### src/rtl/sram_ctrl.sv
// Multi-cycle controller bridging a 32-bit MEM-stage access onto a 16-bit asynchronous SRAM.
// Each access moves two half-words (low, then high) and freezes the pipeline until DONE.
module sram_ctrl #(
    parameter logic [31:0] BASE_ADDR     = 32'd1024,
    parameter int unsigned ACCESS_CYCLES = 6
) (
    input  logic        clk,
    input  logic        rst,
    input  logic        rd_en,
    input  logic        wr_en,
    input  logic [31:0] address,
    input  logic [31:0] write_data,
    output logic [31:0] read_data,
    output logic        ready,
    output logic [17:0] sram_addr,
    output logic [15:0] sram_dq_out,
    output logic        sram_dq_oe,
    input  logic [15:0] sram_dq_in,
    output logic        sram_we_n
);

    typedef enum logic [2:0] {IDLE, LOW, HIGH, WAIT, DONE} state_t;

    // Cycles spent in WAIT; zero when ACCESS_CYCLES is at its minimum of 4.
    localparam logic [3:0] WAIT_CYCLES = 4'(ACCESS_CYCLES - 4);

    state_t      state_q, state_d;
    logic [16:0] word_q, word_d;
    logic [31:0] wdata_q, wdata_d;
    logic        is_wr_q, is_wr_d;
    logic [3:0]  cnt_q, cnt_d;
    logic [31:0] rdata_q, rdata_d;
    logic [31:0] offset;

    assign offset    = address - BASE_ADDR;
    assign read_data = rdata_q;

    always_ff @(posedge clk or posedge rst) begin
        if (rst) begin
            state_q <= IDLE;
            word_q  <= '0;
            wdata_q <= '0;
            is_wr_q <= 1'b0;
            cnt_q   <= '0;
            rdata_q <= '0;
        end else begin
            state_q <= state_d;
            word_q  <= word_d;
            wdata_q <= wdata_d;
            is_wr_q <= is_wr_d;
            cnt_q   <= cnt_d;
            rdata_q <= rdata_d;
        end
    end

    always_comb begin
        state_d     = state_q;
        word_d      = word_q;
        wdata_d     = wdata_q;
        is_wr_d     = is_wr_q;
        cnt_d       = '0;
        rdata_d     = rdata_q;
        ready       = 1'b0;
        sram_addr   = '0;
        sram_dq_out = '0;
        sram_dq_oe  = 1'b0;
        sram_we_n   = 1'b1;

        case (state_q)
            IDLE: begin
                ready = !(rd_en || wr_en);
                if (rd_en || wr_en) begin
                    state_d = LOW;
                    word_d  = offset[18:2];
                    wdata_d = write_data;
                    // A simultaneous read and write request is serviced as a read.
                    is_wr_d = wr_en && !rd_en;
                end
            end
            LOW: begin
                sram_addr = {word_q, 1'b0};
                if (is_wr_q) begin
                    sram_dq_out = wdata_q[15:0];
                    sram_dq_oe  = 1'b1;
                    sram_we_n   = 1'b0;
                end else begin
                    rdata_d[15:0] = sram_dq_in;
                end
                state_d = HIGH;
            end
            HIGH: begin
                sram_addr = {word_q, 1'b1};
                if (is_wr_q) begin
                    sram_dq_out = wdata_q[31:16];
                    sram_dq_oe  = 1'b1;
                    sram_we_n   = 1'b0;
                end else begin
                    rdata_d[31:16] = sram_dq_in;
                end
                state_d = (WAIT_CYCLES == 4'd0) ? DONE : WAIT;
            end
            WAIT: begin
                if (cnt_q == 4'(WAIT_CYCLES - 4'd1)) begin
                    state_d = DONE;
                end else begin
                    cnt_d = cnt_q + 4'd1;
                end
            end
            DONE: begin
                ready   = 1'b1;
                state_d = IDLE;
            end
            default: state_d = IDLE;
        endcase
    end

endmodule

### config.mk
export PLATFORM = sky130hd
export DESIGN_NAME = sram_ctrl
export DESIGN_NICKNAME = d
export VERILOG_FILES = /design/src/rtl/sram_ctrl.sv
export SDC_FILE = /design/constraint.sdc
export NUM_CORES = 1
export LEC_CHECK = 0
export CAP_MARGIN = 20
export CORE_AREA = 5 5 95 119
export CTS_BUF_LIST = sky130_fd_sc_hd__clkbuf_8
export CTS_CLUSTER_DIAMETER = 40
export DETAILED_ROUTE_END_ITERATION = 7
export DIE_AREA = 0 0 100 124
export PLACE_DENSITY = 0.74
export SYNTH_ARGS = -nofsm -noshare
export SYNTH_HDL_FRONTEND = slang
export SYNTH_SLANG_ARGS = --single-unit
### constraint.sdc
create_clock -name clk -period 3.55 [get_ports clk]
set_input_delay 0.71 -clock clk [delete_from_list [all_inputs] [get_ports clk]]
set_output_delay 0.71 -clock clk [all_outputs]
set_load 0.05 [all_outputs]
[Word level (Yosys, flattened, before mapping)]
Cells that the tools add are included.
Storage, ports and cells
  register bits: 89
  latch bits: 0
  bits in writable memories: 0
  ROM bits: 0
  input bits: 84
  output and inout port bits: 69
  memories: 0
Cells by class
  add/subtract/negate cells: 2
  multipliers: 0
  divide/modulo/power cells: 0
  magnitude comparators: 0
  equal/unequal tests: 7
  shift operators: 0
  muxes and demuxes: 14
  bitwise gates (word level): 1
  reduce and logical (&&, ||, !) cells: 10
Operator list (count)
  18-bit one-hot mux with 2 select lines: 1
  16-bit 2-to-1 mux: 2
  16-bit one-hot mux with 2 select lines: 1
  19-bit by 11-bit subtractor with 19-bit output, second input constant: 1
  3-bit one-hot mux with 4 select lines: 1
  4-bit 2-to-1 mux: 2
  2-bit AND reduction: 4
  3-bit by 2-bit equality test with 1-bit output, second input constant: 2
  3-bit 2-to-1 mux: 2
  4-bit by 1-bit adder with 4-bit output, second input constant: 1
  4-bit by 1-bit equality test with 1-bit output, second input constant: 1
  1-bit 2-to-1 mux: 4
  2-bit inequality test, second input constant: 2
  3-bit by 1-bit equality test with 1-bit output, second input constant: 1
  3-bit equality test, second input constant: 1
  3-bit logical NOT: 1
  1-bit logical NOT: 2
  1-bit one-hot mux with 2 select lines: 1
  2-bit OR reduction: 1
  1-bit logical AND: 1
  1-bit logical OR: 1
  1-bit inverter: 1

[Depth between registers and ports, before layout]
  depth in word-level cells: 3
  depth in mapped cells: 6

[Least setup slack after synthesis]
No wires, ideal clock.
  path type: reg2out
  from: register state_q[2]
  to: output port sram_dq_out[10]
  data arrival time: 2353 ps
  data required time: 2840 ps
  slack: 487 ps
  stages on the path, launching flop included: 6
  path buffers: 2
  cells stage by stage: dfrtp_1 -> buf_2 -> nor3b_4 -> clkbuf_1 -> a22oi_1 -> nor2b_1
Between the ends
  cells in the longest elaborated chain, start to end: 2
  elaborated cells on any way between the ends: 3
  those cells by class: 2 x eq/ne; 1 x mux
Ends and longest elaborated chain
  from (decl): RTL line 27  | state_t state_q, state_d;
  from (signal assigned): RTL line 47  | state_q <= state_d;
  3-bit by 2-bit equality test with 1-bit output / 3-bit by 1-bit equality test with 1-bit output (equally long branches): RTL line 69  | case (state_q)
  16-bit one-hot mux with 2 select lines (*): RTL line 69
  to (decl): RTL line 16  | output logic [15:0] sram_dq_out,
Every way passes the cells marked *; elsewhere a longest branch is shown, timed or not.

[Final worst setup path]
  from: register state_q[1]
  to: output port sram_dq_out[10]
The elaborated chain is that of the path after synthesis.

==> flow_results.org <==
** Outcome
- Result of the run :: completed

** STA
- Subtracting the final worst setup slack from the clock period gives 3200 ps.
- Part of the cycle the worst path needs :: 0.902
- Remaining max-slew budget at the tightest pin :: 0.469
- Slew at the pin closest to its max-slew limit :: 796 ps
- Between clock sinks in the finished design, the worst skew comes to 1.71 ps.
- Number of max-slew violations in the final report :: 0
- Unrepaired setup endpoints after global routing :: no
- The hold violation count in the final report is 0.
- Timing would allow up to 312 MHz.
- Adding up every negative setup slack in the final design gives 0 ps.
- Final setup violation count :: 0

** Clock network
- Clock latency on the worst-skew pair, taken at its later pin, is 350 ps.
- Count of buffers added by post-CTS timing repair for setup :: 0
- Clock-pin slew of the registers on the worst-case setup and hold paths :: 80 ps
- Maximum level of the CTS H-tree :: 3
- Post-CTS repair changed the size of 0 cells.
- Clk sinks :: 89
- Buffers from clock root to sink, at most :: 2
- The cell sitting at the root of the clock tree is a clkbuf_8.
- Counting the buffers created by CTS gives 9.
- TritonCTS built the clock tree.
- Hold bufs inserted after CTS :: 0

** Cells and area
- For this run, the share of the core covered by cells in the final layout is 0.562.
- Number of nets in the layout :: 523
- The top cell types in the final layout, fill and taps aside, are clkdlybuf4s50_1, dfrtp_1, mux2_2, and2_1, nor2b_1.
- The library cell used most frequently in the layout, excluding fill and tap cells, is clkdlybuf4s50_1.
- Layout cells sized above 1 :: 0.205
- 0 antenna diodes ended up in the layout.
- The area growth from synthesis to layout is 40.9%.

** Die
- Die span in y :: 124 microns
- 153 I/O pins were placed.
- In this run the horizontal extent of the chip is 100 microns.
- The floorplan step defined a die boundary enclosing 0.0124 sq mm.
- In this run the standard cell core region covers 0.0100 sq mm.
- Row generation in the floorplan step produced 41 rows.
- Initial Util :: 0.399

** Logic synthesis
- Distinct cells, synth :: 37
- Of all cell types, the one taking the most synthesized area is dfrtp_1.
- Synth area leaders :: dfrtp_1, mux2_2, mux2_1
- Synthesis inferred 89 register bits.
- Mean instance size in the synthesized netlist :: 13.3 sq um
- Counting every instance in the synthesized netlist gives 300.
- Yosys synthesis warning count :: 0
- The mapped netlist covers 0.00399 sq mm.
- Post-Syn Nets :: 387
- Yosys top cell area share :: 0.559
- In the synthesized netlist the dominant register cell turns out to be dfrtp_1.
- Fraction of the yosys area taken by sequential cells :: 0.559
- Post-synth EDFFs :: 0
- Fraction of registers with async set/reset :: 1.00

** Setup path
- The largest single stage delay on the critical path is 820 ps.
- Worst path arrival time :: 2490 ps
- Cell depth of the worst flop-to-flop path :: 4
- Worst path required time :: 2840 ps
- The largest individual stage delay along the critical path comes from the cell clkdlybuf4s50_1.
- In this run the worst path has a maximum fanout of 18.
- Cell Chain, Critical Path :: nor3b_4 > buf_4 > a22oi_1 > nor2b_1 > clkdlybuf4s50_1
- Launch instance of the worst register-to-register path :: state_q[1]
- The critical path is of the reg2out type.
- The most critical setup path has its startpoint at state_q[1].
- Kind of start point of the critical path :: register
- STA classifies the critical path endpoint as an output port.

** Route
- Vias after detailed routing :: 2,889
- For this block, the initial DRC count from the detailed router was 67.
- Final routed wirelength across all metal layers :: 9770 microns
- DR vias/cell :: 5.08
- Number of iterations in the first detailed-routing pass :: 4
- After detailed routing, the number of remaining DRC violations is 0.
- Dividing the detail-routed wire length by the instance count gives 17.2 microns.
- Antenna-violating nets left :: 0

** Power
- Largest voltage drop on the vdd net :: 674 uV
- Power share of the sequential group :: 0.287
- P_int :: 3.34 mW
- Net load switching power :: 3.03 mW
- Of the total power, the share spent switching nets is 0.476.
- Of the total power, the clock network draws 0.093.
- For this design the static power due to leakage is 2.24 nW.
- Summing internal, switching and leakage power gives 6.38 mW.
- Power spread over the standard cell area amounts to 1140 mW/mm^2.
- Share of total power in combinational logic :: 0.620

** GRT
- The first global-routing pass estimated 15,500 microns of wire.
- Entering global routing, the biggest net connects 46 pins.
- The number of global-route vias before repair came to 3,109.
- Number of antenna violations at the first check in global routing :: 0
- In the global route stage, overall resource usage came out at 0.160.
- Grt total ovfl :: 0

** Place
- Post-DP HPWL :: 7060 microns
- Routability-driven placement congestion ratio :: 0.859
- Number of input and output port buffers inserted :: 137

** Worst hold path
- Hold_sp :: wdata_q[3]
- Min-Delay Path Class :: reg2reg
- Along the worst hold path, the cell count comes to 1.

** Run
- Maximum capacitance violations :: 0
==> power by group through the flow <==
stage	combinational, mW	sequential, mW	clock, mW
detailed placement	3.99	1.85	0
global placement	3.94	1.82	0
floorplan	2.20	2.39	0
finish	3.95	1.83	0.593
CTS	4.00	1.84	0.620
global route	4.16	1.90	0.660
==> final cells by class <==
| type | instances | area (sq um) |
|---|---|---|
| Fill cell | 863 | 4380 |
| Sequential cell | 89 | 2230 |
| Multi-Input combinational cell | 188 | 1610 |
| Timing Repair Buffer | 143 | 1440 |
| Tap cell | 129 | 161 |
| Clock buffer | 10 | 138 |
| Clock inverter | 5 | 25.0 |
| Inverter | 5 | 20.0 |
==> through the flow <==
stage | setup WS, ps | hold slack, ps | cell area, sq um | cells
3_5_place_dp | 720 | 480 | 5460 | 554
6_report | 346 | 494 | 5620 | 569
4_1_cts | 305 | 498 | 5620 | 569
3_3_place_gp | 724 | 468 | 5460 | 554
5_1_grt | 209 | 514 | 5620 | 569
2_1_floorplan | 487 | 459 | 3990 | 300
==> registers in the layout, indices dropped and copies added, names as in the netlist <==
name / count
word_q: 17
wdata_q: 32
is_wr_q: 1
read_data: 32
state_q: 3
cnt_q: 4
==> layer usage <==
metal | global-route usage | part of all wire | vias to the layer above
met3 | 0.0415 | 0.067 | 19
li1 | - | - | 1332
met5 | 0 | 0 | -
met2 | 0.273 | 0.50 | 124
met4 | 0.0632 | 0.020 | 0
met1 | 0.192 | 0.41 | 1414
==> cell usage after synthesis, types with 2 or more instances <==
cell type,n
xnor2_1,4
a22oi_1,16
or4_1,2
nor3b_4,2
mux2_2,60
dfrtp_1,89
buf_6,6
inv_1,5
or2_2,2
mux2_1,13
nor2_1,8
o21ai_0,5
a31oi_1,4
o31ai_1,3
buf_4,5
clkbuf_1,5
nor3_1,3
ha_1,3
or3_1,4
nor2b_1,17
a21oi_1,11
and2_1,18
==> worst max-delay path, delay by kind of cell, from the launching register on <==
family	cells	cell delay (ps)
buffers and inverters	2	1090
flip-flops	1	550
AND/OR/NAND/NOR	2	390
AO/OA/AOI/OAI	1	100
==> kinds of logic after synthesis <==
group,share of synthesized area
flops,0.559
xor+xnor,0.0110
buf+inv,0.0380
simple gates,0.110
fa+ha+maj,0.00941
compound gates,0.0668
mux,0.206
==> path summary, 6_finish.rpt <==
path | end | slack, ps
worst max-delay path | sram_dq_out[10] | 350
worst min-delay path | wdata_q[3] | 490
worst max register to register | read_data[27] | 1290
worst min register to register | wdata_q[3] | 490
max in group asynchronous | wdata_q[19] | 2050
min in group asynchronous | wdata_q[4] | 810
Note: power is estimated with default switching activity, not from simulation.
